**config.mk**
```make
export PLATFORM = sky130hd
export DESIGN_NAME = accu_rr_sched
export DESIGN_NICKNAME = d
export VERILOG_FILES = /design/src/rtl/accu_pkg.sv /design/src/rtl/accu_id_fifo.sv /design/src/rtl/accu_rr_sched.sv
export SDC_FILE = /design/constraint.sdc
export NUM_CORES = 1
export LEC_CHECK = 0
export CORE_MARGIN = 5
export CORE_UTILIZATION = 33
export CTS_CLUSTER_DIAMETER = 60
export DETAILED_ROUTE_END_ITERATION = 6
export PLACE_DENSITY_LB_ADDON = 0.15
export SKIP_LAST_GASP = 1
export SLEW_MARGIN = 20
export SYNTH_ARGS = -nofsm -noshare
export SYNTH_HDL_FRONTEND = slang
export SYNTH_HIERARCHICAL = 1
export SYNTH_SLANG_ARGS = --single-unit
```
**constraint.sdc**
```tcl
create_clock -name clk -period 1.8 [get_ports clk]
set_input_delay 0.36 -clock clk [delete_from_list [all_inputs] [get_ports clk]]
set_output_delay 0.36 -clock clk [all_outputs]
set_load 0.05 [all_outputs]
```
**src/rtl/accu_pkg.sv**
```systemverilog
// rtl/accu_pkg.sv - shared types and width helpers for the accu scheduler
package accu_pkg;

  localparam int unsigned ACCU_GROUP_LEN = 4;

  typedef enum logic {
    IDLE  = 1'b0,
    BURST = 1'b1
  } sched_state_e;

  function automatic int unsigned sum_width(input int unsigned data_w);
    return data_w + 2;
  endfunction

  function automatic int unsigned id_width(input int unsigned num_req);
    return (num_req > 1) ? $clog2(num_req) : 1;
  endfunction

endpackage

```
**src/rtl/accu_id_fifo.sv**
```systemverilog
// rtl/accu_id_fifo.sv - in-flight requester id FIFO (DEPTH must be a power of two >= 2)
module accu_id_fifo #(
  parameter int unsigned W     = 2,
  parameter int unsigned DEPTH = 2
) (
  input  logic         clk,
  input  logic         rst_n,
  input  logic         push_i,
  input  logic [W-1:0] data_i,
  input  logic         pop_i,
  output logic [W-1:0] data_o,
  output logic         full_o,
  output logic         nempty_o
);

  localparam int unsigned AW = (DEPTH > 1) ? $clog2(DEPTH) : 1;
  localparam int unsigned CW = AW + 1;

  logic [W-1:0]  mem_q [DEPTH];
  logic [AW-1:0] wr_q, wr_d, rd_q, rd_d;
  logic [CW-1:0] cnt_q, cnt_d;
  logic          do_push, do_pop;

  assign full_o   = (cnt_q == CW'(DEPTH));
  assign nempty_o = (cnt_q != '0);
  assign data_o   = mem_q[rd_q];
  assign do_pop   = pop_i & nempty_o;
  assign do_push  = push_i & (~full_o | do_pop);

  always_comb begin
    wr_d  = wr_q;
    rd_d  = rd_q;
    cnt_d = cnt_q;
    if (do_push) wr_d = wr_q + 1'b1;
    if (do_pop)  rd_d = rd_q + 1'b1;
    case ({do_push, do_pop})
      2'b10:   cnt_d = cnt_q + 1'b1;
      2'b01:   cnt_d = cnt_q - 1'b1;
      default: cnt_d = cnt_q;
    endcase
  end

  always_ff @(posedge clk or negedge rst_n) begin
    if (!rst_n) begin
      wr_q  <= '0;
      rd_q  <= '0;
      cnt_q <= '0;
    end else begin
      wr_q  <= wr_d;
      rd_q  <= rd_d;
      cnt_q <= cnt_d;
    end
  end

  // Storage needs no reset: the head is only consumed while nempty_o is high.
  always_ff @(posedge clk) begin
    if (do_push) mem_q[wr_q] <= data_i;
  end

endmodule

```
**src/rtl/accu_rr_sched.sv**
```systemverilog
// rtl/accu_rr_sched.sv - round-robin group scheduler in front of one shared accu
module accu_rr_sched
  import accu_pkg::*;
#(
  parameter int unsigned NUM_REQ   = 4,
  parameter int unsigned DATA_W    = 8,
  parameter int unsigned GROUP_LEN = ACCU_GROUP_LEN,
  parameter int unsigned ID_DEPTH  = 2,
  parameter int unsigned SUM_W     = sum_width(DATA_W),
  parameter int unsigned ID_W      = id_width(NUM_REQ)
) (
  input  logic                      clk,
  input  logic                      rst_n,
  input  logic [NUM_REQ-1:0]        req_valid,
  output logic [NUM_REQ-1:0]        req_ready,
  input  logic [NUM_REQ*DATA_W-1:0] req_data,
  output logic                      acc_valid_a,
  input  logic                      acc_ready_a,
  output logic [DATA_W-1:0]         acc_data_in,
  input  logic                      acc_valid_b,
  output logic                      acc_ready_b,
  input  logic [SUM_W-1:0]          acc_data_out,
  output logic                      res_valid,
  input  logic                      res_ready,
  output logic [SUM_W-1:0]          res_data,
  output logic [ID_W-1:0]           res_id,
  output logic                      busy,
  output logic                      err_orphan
);

  localparam int unsigned CNT_W = (GROUP_LEN > 1) ? $clog2(GROUP_LEN) : 1;
  localparam logic [CNT_W-1:0] LAST_BEAT = CNT_W'(GROUP_LEN - 1);

  sched_state_e     state_q, state_d;
  logic [ID_W-1:0]  grant_q, grant_d;
  logic [ID_W-1:0]  last_q, last_d;
  logic [CNT_W-1:0] cnt_q, cnt_d;
  logic             err_q, err_d;
  logic             fifo_push, fifo_pop, fifo_full, fifo_nempty;
  logic [ID_W-1:0]  fifo_head;
  logic             beat_hs;

  // Scan from last+NUM_REQ down to last+1 so the nearest valid requester after last wins.
  function automatic logic [ID_W-1:0] rr_pick(input logic [NUM_REQ-1:0] valid,
                                               input logic [ID_W-1:0]    last);
    logic [ID_W-1:0] pick;
    int              idx;
    pick = last;
    for (int k = int'(NUM_REQ); k >= 1; k--) begin
      idx = (int'(last) + k) % int'(NUM_REQ);
      if (valid[idx]) pick = ID_W'(idx);
    end
    return pick;
  endfunction

  assign beat_hs = req_valid[grant_q] & acc_ready_a;

  always_comb begin
    state_d     = state_q;
    grant_d     = grant_q;
    last_d      = last_q;
    cnt_d       = cnt_q;
    fifo_push   = 1'b0;
    req_ready   = '0;
    acc_valid_a = 1'b0;
    acc_data_in = '0;
    case (state_q)
      IDLE: begin
        if (|req_valid && !fifo_full) begin
          grant_d = rr_pick(req_valid, last_q);
          cnt_d   = '0;
          state_d = BURST;
        end
      end
      BURST: begin
        acc_valid_a        = req_valid[grant_q];
        acc_data_in        = req_data[int'(grant_q) * int'(DATA_W) +: DATA_W];
        req_ready[grant_q] = acc_ready_a;
        if (beat_hs) begin
          cnt_d = cnt_q + 1'b1;
          if (cnt_q == LAST_BEAT) begin
            fifo_push = 1'b1;
            last_d    = grant_q;
            cnt_d     = '0;
            state_d   = IDLE;
          end
        end
      end
      default: state_d = IDLE;
    endcase
  end

  always_ff @(posedge clk or negedge rst_n) begin
    if (!rst_n) begin
      state_q <= IDLE;
      grant_q <= '0;
      last_q  <= ID_W'(NUM_REQ - 1);
      cnt_q   <= '0;
      err_q   <= 1'b0;
    end else begin
      state_q <= state_d;
      grant_q <= grant_d;
      last_q  <= last_d;
      cnt_q   <= cnt_d;
      err_q   <= err_d;
    end
  end

  // Results are only accepted while an owner id is queued; otherwise flag it.
  assign err_d       = err_q | (acc_valid_b & ~fifo_nempty);
  assign res_valid   = acc_valid_b & fifo_nempty;
  assign acc_ready_b = res_ready & fifo_nempty;
  assign fifo_pop    = acc_valid_b & acc_ready_b;
  assign res_data    = res_valid ? acc_data_out : '0;
  assign res_id      = fifo_nempty ? fifo_head : '0;
  assign busy        = (state_q == BURST);
  assign err_orphan  = err_q;

  accu_id_fifo #(
    .W     (ID_W),
    .DEPTH (ID_DEPTH)
  ) u_id_fifo (
    .clk      (clk),
    .rst_n    (rst_n),
    .push_i   (fifo_push),
    .data_i   (grant_q),
    .pop_i    (fifo_pop),
    .data_o   (fifo_head),
    .full_o   (fifo_full),
    .nempty_o (fifo_nempty)
  );

endmodule

```
==> results.json, run 1 <==
{
  "status": "finished, violations left",
  "violations": "negative setup slack",
  "crit_chain": "buf_6 > mux4_2 > and2_4 > buf_8",
  "total_power_mw": 4.28,
  "drv_slew": 0,
  "drcViolationCount": 0,
  "drt_iter0_drc": 29,
  "timing.final.ws_setup_ns": -0.167,
  "htree_levels": 1,
  "place.gp.congestion": 0.804,
  "viasPerCell": 4.97,
  "synth_edf_count": 4,
  "antenna_left": 0,
  "tightest_slew_ns": 0.555,
  "grt_setup_unrepaired": "true",
  "hold_buffers": 0,
  "crit_slowest_cell": "mux4_2",
  "start_kind": "register",
  "ys_seq_area_share_pct": 33.2,
  "grt_max_degree": 18,
  "clkSinkCount": 16,
  "fin_cells": 265,
  "fin_nets": 270,
  "die_area_um2": 5200,
  "port_buffers": 79,
  "grt_pass1_wl_um": 6640,
  "hp-class": "reg2reg",
  "grtUsageTotal_pct": 16.0,
  "cap_violations": 0,
  "clkLatencyLatePin_ns": 0.25,
  "wl_per_cell_um": 16.6,
  "core_um2": 3690,
  "ys_warn_count": 6,
  "synth_area_um2": 1270,
  "drt-pass1-iter-count": 4,
  "total_leakage_power_nw": 1.12,
  "dp_cells": 255,
  "final_common_cell": "clkdlybuf4s50_1",
  "final_hold_viol_count": 0,
  "overflow": 0,
  "synth_flop_cell": "dfrtp_1",
  "grt_antenna_before_repair": 1,
  "min_period_ns": 1.97,
  "reg2reg_depth": 10,
  "tns_ns": -1.74,
  "cts_tree": "yes",
  "numCtsBuffers": 3,
  "max_stage_delay_ns": 0.50,
  "fmax_mhz": 508,
  "fillers": 279,
  "ys_types": 40,
  "yosys.area.top_type": "dfrtp_1",
  "synth_top_area_share_pct": 19.6,
  "finalSetupViolCount": 17,
  "holdPathStages": 1,
  "clk_pin_slew_worst_paths_ns": 0.06,
  "endpoint_kind": "output pin",
  "min_period_over_period_pct": 109,
  "async_flop_share_pct": 75.0,
  "syn_nets": 171,
  "arrival_ns": 1.61,
  "path_class": "reg2out",
  "placementRows": 22,
  "layout_common_cells": "46 x clkdlybuf4s50_1, 19 x buf_12, 18 x buf_4",
  "cts_root_buf": "clkbuf_8",
  "ir_drop_uv": 829,
  "worstPathRequired_ns": 1.44,
  "netlist_instances": 118,
  "synth_area_leaders": "dfrtp_1 20%, mux4_2 16%, edfxtp_1 9.4%, and2_1 7.4%, and3_1 5.9%",
  "drive_above_1_share_pct": 46.3,
  "syn2layout_area_growth_pct": 106,
  "dp_hpwl_um": 3410,
  "initial_core_util_pct": 34.5,
  "clock_path_buffers": 2,
  "ys_ff_latch": 16,
  "avgSynthCellArea_um2": 10.8,
  "dieHeight_um": 72.1,
  "wirelength_um": 4400,
  "skew_ns": 0.00459,
  "die_w_um": 72.1,
  "powerDensity_nw_per_um2": 1630,
  "io_pins": 80,
  "crit_fanout": 7,
  "max_slew_margin_pct": 62.9,
  "first_global_vias": 1362,
  "num_vias": 1316
}
==> metal layers <==
metal	global-route usage [%]	vias up	wire, um
li1	-	629	-
met1	18.9	646	1610
met2	29.9	39	2550
met3	3.46	2	191
met4	2.51	0	44
met5	0	-	0
==> final cells by class <==
cell class / instances / area (um2) / share of cell area (%)
repair buffers: 100 / 1190 / 45.3
multi-input cells: 90 / 881 / 33.6
flip-flops and latches: 16 / 424 / 16.2
well taps: 48 / 60.1 / 2.29
clock buffers: 3 / 41.3 / 1.57
inverters: 6 / 22.5 / 0.859
clock inverters: 1 / 3.75 / 0.143
diodes: 1 / 2.50 / 0.0954
==> state kept, by name, indices dropped and copies added, names as in the netlist <==
name / cells
grant_q: 2
u_id_fifo/wr_q: 1
cnt_q: 2
u_id_fifo/rd_q: 1
u_id_fifo/cnt_q: 2
last_q: 2
u_id_fifo/mem_q: 4
busy: 1
err_orphan: 1
==> cells in the mapped netlist (2+ instances only) <==
| cell type | count |
|---|---|
| o21ai_0 | 5 |
| nor3_1 | 2 |
| nand2_1 | 2 |
| ha_1 | 2 |
| dfstp_2 | 2 |
| nor2_1 | 5 |
| dfrtp_1 | 10 |
| or3b_2 | 2 |
| or2_2 | 2 |
| mux2_2 | 4 |
| nand3_1 | 2 |
| and2_1 | 15 |
| mux2i_1 | 3 |
| clkbuf_1 | 3 |
| edfxtp_1 | 4 |
| buf_2 | 2 |
| a21o_1 | 2 |
| and3_1 | 12 |
| inv_1 | 6 |
| mux4_2 | 9 |
| o2bb2ai_1 | 2 |
| xnor2_1 | 3 |
| xor2_1 | 2 |
==> per-stage QoR <==
step	utilization (%)	instance area (um2)	worst slack (ns)	hold slack, ns
floorplan	-	1300	-0.149	0.0644
global placement	65.1	2400	-0.316	0.448
detailed placement	65.1	2400	-0.367	0.450
CTS	69.9	2580	-0.138	0.464
global route	71.1	2620	-0.231	0.493
finish	71.1	2620	-0.167	0.457
==> worst paths after layout <==
path	from	to	slack, ns
worst min register to register	err_orphan$_DFF_PN0_	err_orphan$_DFF_PN0_	0.46
max in group asynchronous	rst_n	u_id_fifo/cnt_q[0]$_DFFE_PN0P_	0.93
worst min-delay path	err_orphan$_DFF_PN0_	err_orphan$_DFF_PN0_	0.46
worst max register to register	grant_q[0]$_DFFE_PN0P_	u_id_fifo/cnt_q[1]$_DFFE_PN0P_	-0.13
min in group asynchronous	rst_n	u_id_fifo/wr_q$_DFFE_PN0P_	0.47
worst max-delay path	grant_q[0]$_DFFE_PN0P_	acc_data_in[6]	-0.17
==> worst max-delay path, delay by kind of cell (launching register included) <==
family	cells	cell delay [ns]
flops	1	0.38
mux	1	0.50
buf+inv	2	0.30
simple gates	1	0.16
==> logic make-up after synthesis <==
group           count (synthesis)  share of synthesized area (%)
compound gates                 15                           8.74
xor+xnor                        5                           3.44
fa+ha+maj                       2                           1.96
buf+inv                        12                           4.32
flops                          16                           33.2
mux                            17                           23.0
simple gates                   51                           25.3
==> power by group <==
part | internal [mW] | switching [mW] | total (mW) | leakage [nW]
Clock | 0.151 | 0.120 | 0.272 | 0.0231
Combinational | 1.70 | 1.67 | 3.37 | 0.930
Sequential | 0.512 | 0.129 | 0.641 | 0.170
==> timing repair <==
action,4_1_cts,5_1_grt
buffers inserted,5,1
resized for setup,35,11
pin swaps,10,3
setup endpoints to repair,25,34
Power figures use the tool's default switching activity.
==> run 2: changes to the inputs <==
- CORE_UTILIZATION: 33 -> 37
- GPL_ROUTABILITY_DRIVEN: unset -> 0
- clock period: 1.8 -> 2 ns (I/O delays scaled with it)
==> run 2 against run 1 <==
The flow still finishes with violations (negative setup slack). Via count fell by 0.99%. Clock power fell by 37%. Sequential share of layout area rose by 0.79 points. Sequential power fell by 8.9%. Global-route usage rose by 1.5 points. Largest power group unchanged. Clock-buffer cell count did not move. Clock skew fell by 0.0015 ns. Critical path depth did not move. Sequential cell count did not move. Core utilization rose by 3.6 points.
==> results.json, run 2 (synthesis gave the netlist of run 1 again) <==
{
  "start_kind": "register",
  "tns_ns": -0.212,
  "die_area_um2": 4720,
  "grt_setup_unrepaired": "true",
  "dp_slack_ns": -0.282,
  "powerDensity_nw_per_um2": 1440,
  "die_w_um": 68.7,
  "grt_max_degree": 18,
  "htree_levels": 1,
  "wirelength_um": 4240,
  "layout_common_cells": "47 x clkdlybuf4s50_1, 17 x buf_4, 16 x buf_12",
  "min_period_ns": 2.05,
  "worstPathRequired_ns": 1.60,
  "overflow": 0,
  "drv_slew": 0,
  "hp-class": "reg2reg",
  "clkLatencyLatePin_ns": 0.28,
  "first_global_vias": 1293,
  "placementRows": 21,
  "antenna_left": 0,
  "dpl_cell_area_um2": 2320,
  "grtUsageTotal_pct": 17.6,
  "n_antenna_cell": 0,
  "skew_ns": 0.00306,
  "drt-pass1-iter-count": 6,
  "status": "finished, violations left",
  "holdWs_ns": 0.459,
  "initial_core_util_pct": 38.2,
  "final_common_cell": "clkdlybuf4s50_1",
  "path_class": "reg2out",
  "fillers": 226,
  "clkSinkCount": 16,
  "total_power_mw": 3.59,
  "dp_hpwl_um": 3370,
  "violations": "negative setup slack",
  "clock_path_buffers": 2,
  "min_period_over_period_pct": 103,
  "total_leakage_power_nw": 1.08,
  "cts_tree": "yes",
  "num_vias": 1303,
  "numCtsBuffers": 3,
  "finalSetupViolCount": 8,
  "grt_pass1_wl_um": 6180,
  "viasPerCell": 5.05,
  "grt_antenna_before_repair": 0,
  "hold_buffers": 0,
  "crit_fanout": 2,
  "timing.final.ws_setup_ns": -0.0515,
  "cts_root_buf": "clkbuf_4",
  "final_area_um2": 2490,
  "core_um2": 3340,
  "drt_iter0_drc": 50,
  "largest_register_ffs": 4,
  "final_hold_viol_count": 0,
  "port_buffers": 79,
  "max_slew_margin_pct": 62.4,
  "syn2layout_area_growth_pct": 95.8,
  "arrival_ns": 1.65,
  "ir_drop_uv": 809,
  "io_pins": 80,
  "wl_per_cell_um": 16.4,
  "top_register": "u_id_fifo/mem_q",
  "fmax_mhz": 487,
  "endpoint_kind": "output pin",
  "drcViolationCount": 0,
  "drive_above_1_share_pct": 41.0,
  "dieHeight_um": 68.7,
  "fin_nets": 266,
  "tightest_slew_ns": 0.562,
  "cap_violations": 0,
  "clk_pin_slew_worst_paths_ns": 0.09
}
## run 2: cell types whose count changed in the layout (fill, tap and decap cells not counted), sizes merged
cell,delta
buf,-5
clkdlybuf4s50,+1
diode,-1
## run 2: power by group
group	total (mW)	leakage (nW)	internal [mW]	switching, mW
Clock	0.171	0.0154	0.0725	0.0985
Sequential	0.584	0.171	0.458	0.126
Combinational	2.84	0.895	1.40	1.44
## run 2: final timing paths
check                                  startpoint                        endpoint  slack (ns)  depth (start not counted)
max in group asynchronous                   rst_n           last_q[0]$_DFFE_PN1P_        1.16                          1
hold reg to reg              err_orphan$_DFF_PN0_            err_orphan$_DFF_PN0_        0.46                          1
hold / removal               err_orphan$_DFF_PN0_            err_orphan$_DFF_PN0_        0.46                          1
min in group asynchronous                   rst_n          grant_q[0]$_DFFE_PN0P_        0.47                          1
setup reg to reg           grant_q[1]$_DFFE_PN0P_  u_id_fifo/cnt_q[1]$_DFFE_PN0P_        0.06                          8
setup / recovery           grant_q[1]$_DFFE_PN0P_                     acc_valid_a       -0.05                          4
## run 2: stage by stage
| stage | utilization, % | cells |
|---|---|---|
| finish | 74.7 | 258 |
| global route | 74.7 | 258 |
| CTS | 73.8 | 258 |
| detailed placement | 69.7 | 251 |
| global placement | 69.7 | 251 |
| floorplan | - | 118 |
## run 2: worst max-delay path, stage by stage (launching register included)
cell	delay (ns)
dfrtp_1	0.39
mux4_2	0.55
buf_6	0.14
and2_4	0.15
buf_6	0.14
## run 2: repair_timing
action	4_1_cts	5_1_grt
hold endpoints to repair	0	0
endpoints found under the setup margin	9	12
buffers inserted	3	0
pin swaps	7	2
gates resized for setup	32	7
## run 2: cell type report
cell class	count	area (um2)	share of cell area (%)
Inverter	6	22.5	0.903
Timing Repair Buffer	96	1120	44.9
Tap cell	46	57.6	2.31
Sequential cell	16	423	17.0
Clock buffer	3	22.5	0.903
Multi-Input combinational cell	90	846	33.9
Clock inverter	1	3.75	0.151
## run 2: layer usage
layer  wire (um)  global-route usage (%)
met3         242                    3.89
met5           0                       0
met4           0                   0.744
met2        2470                    33.1
met1        1530                    21.2
==> run 3: changes to the inputs <==
- CTS_CLUSTER_DIAMETER: 60 -> 200
==> results of run 3 <==
Final layout, timing and power as in run 2 (identical DEF).
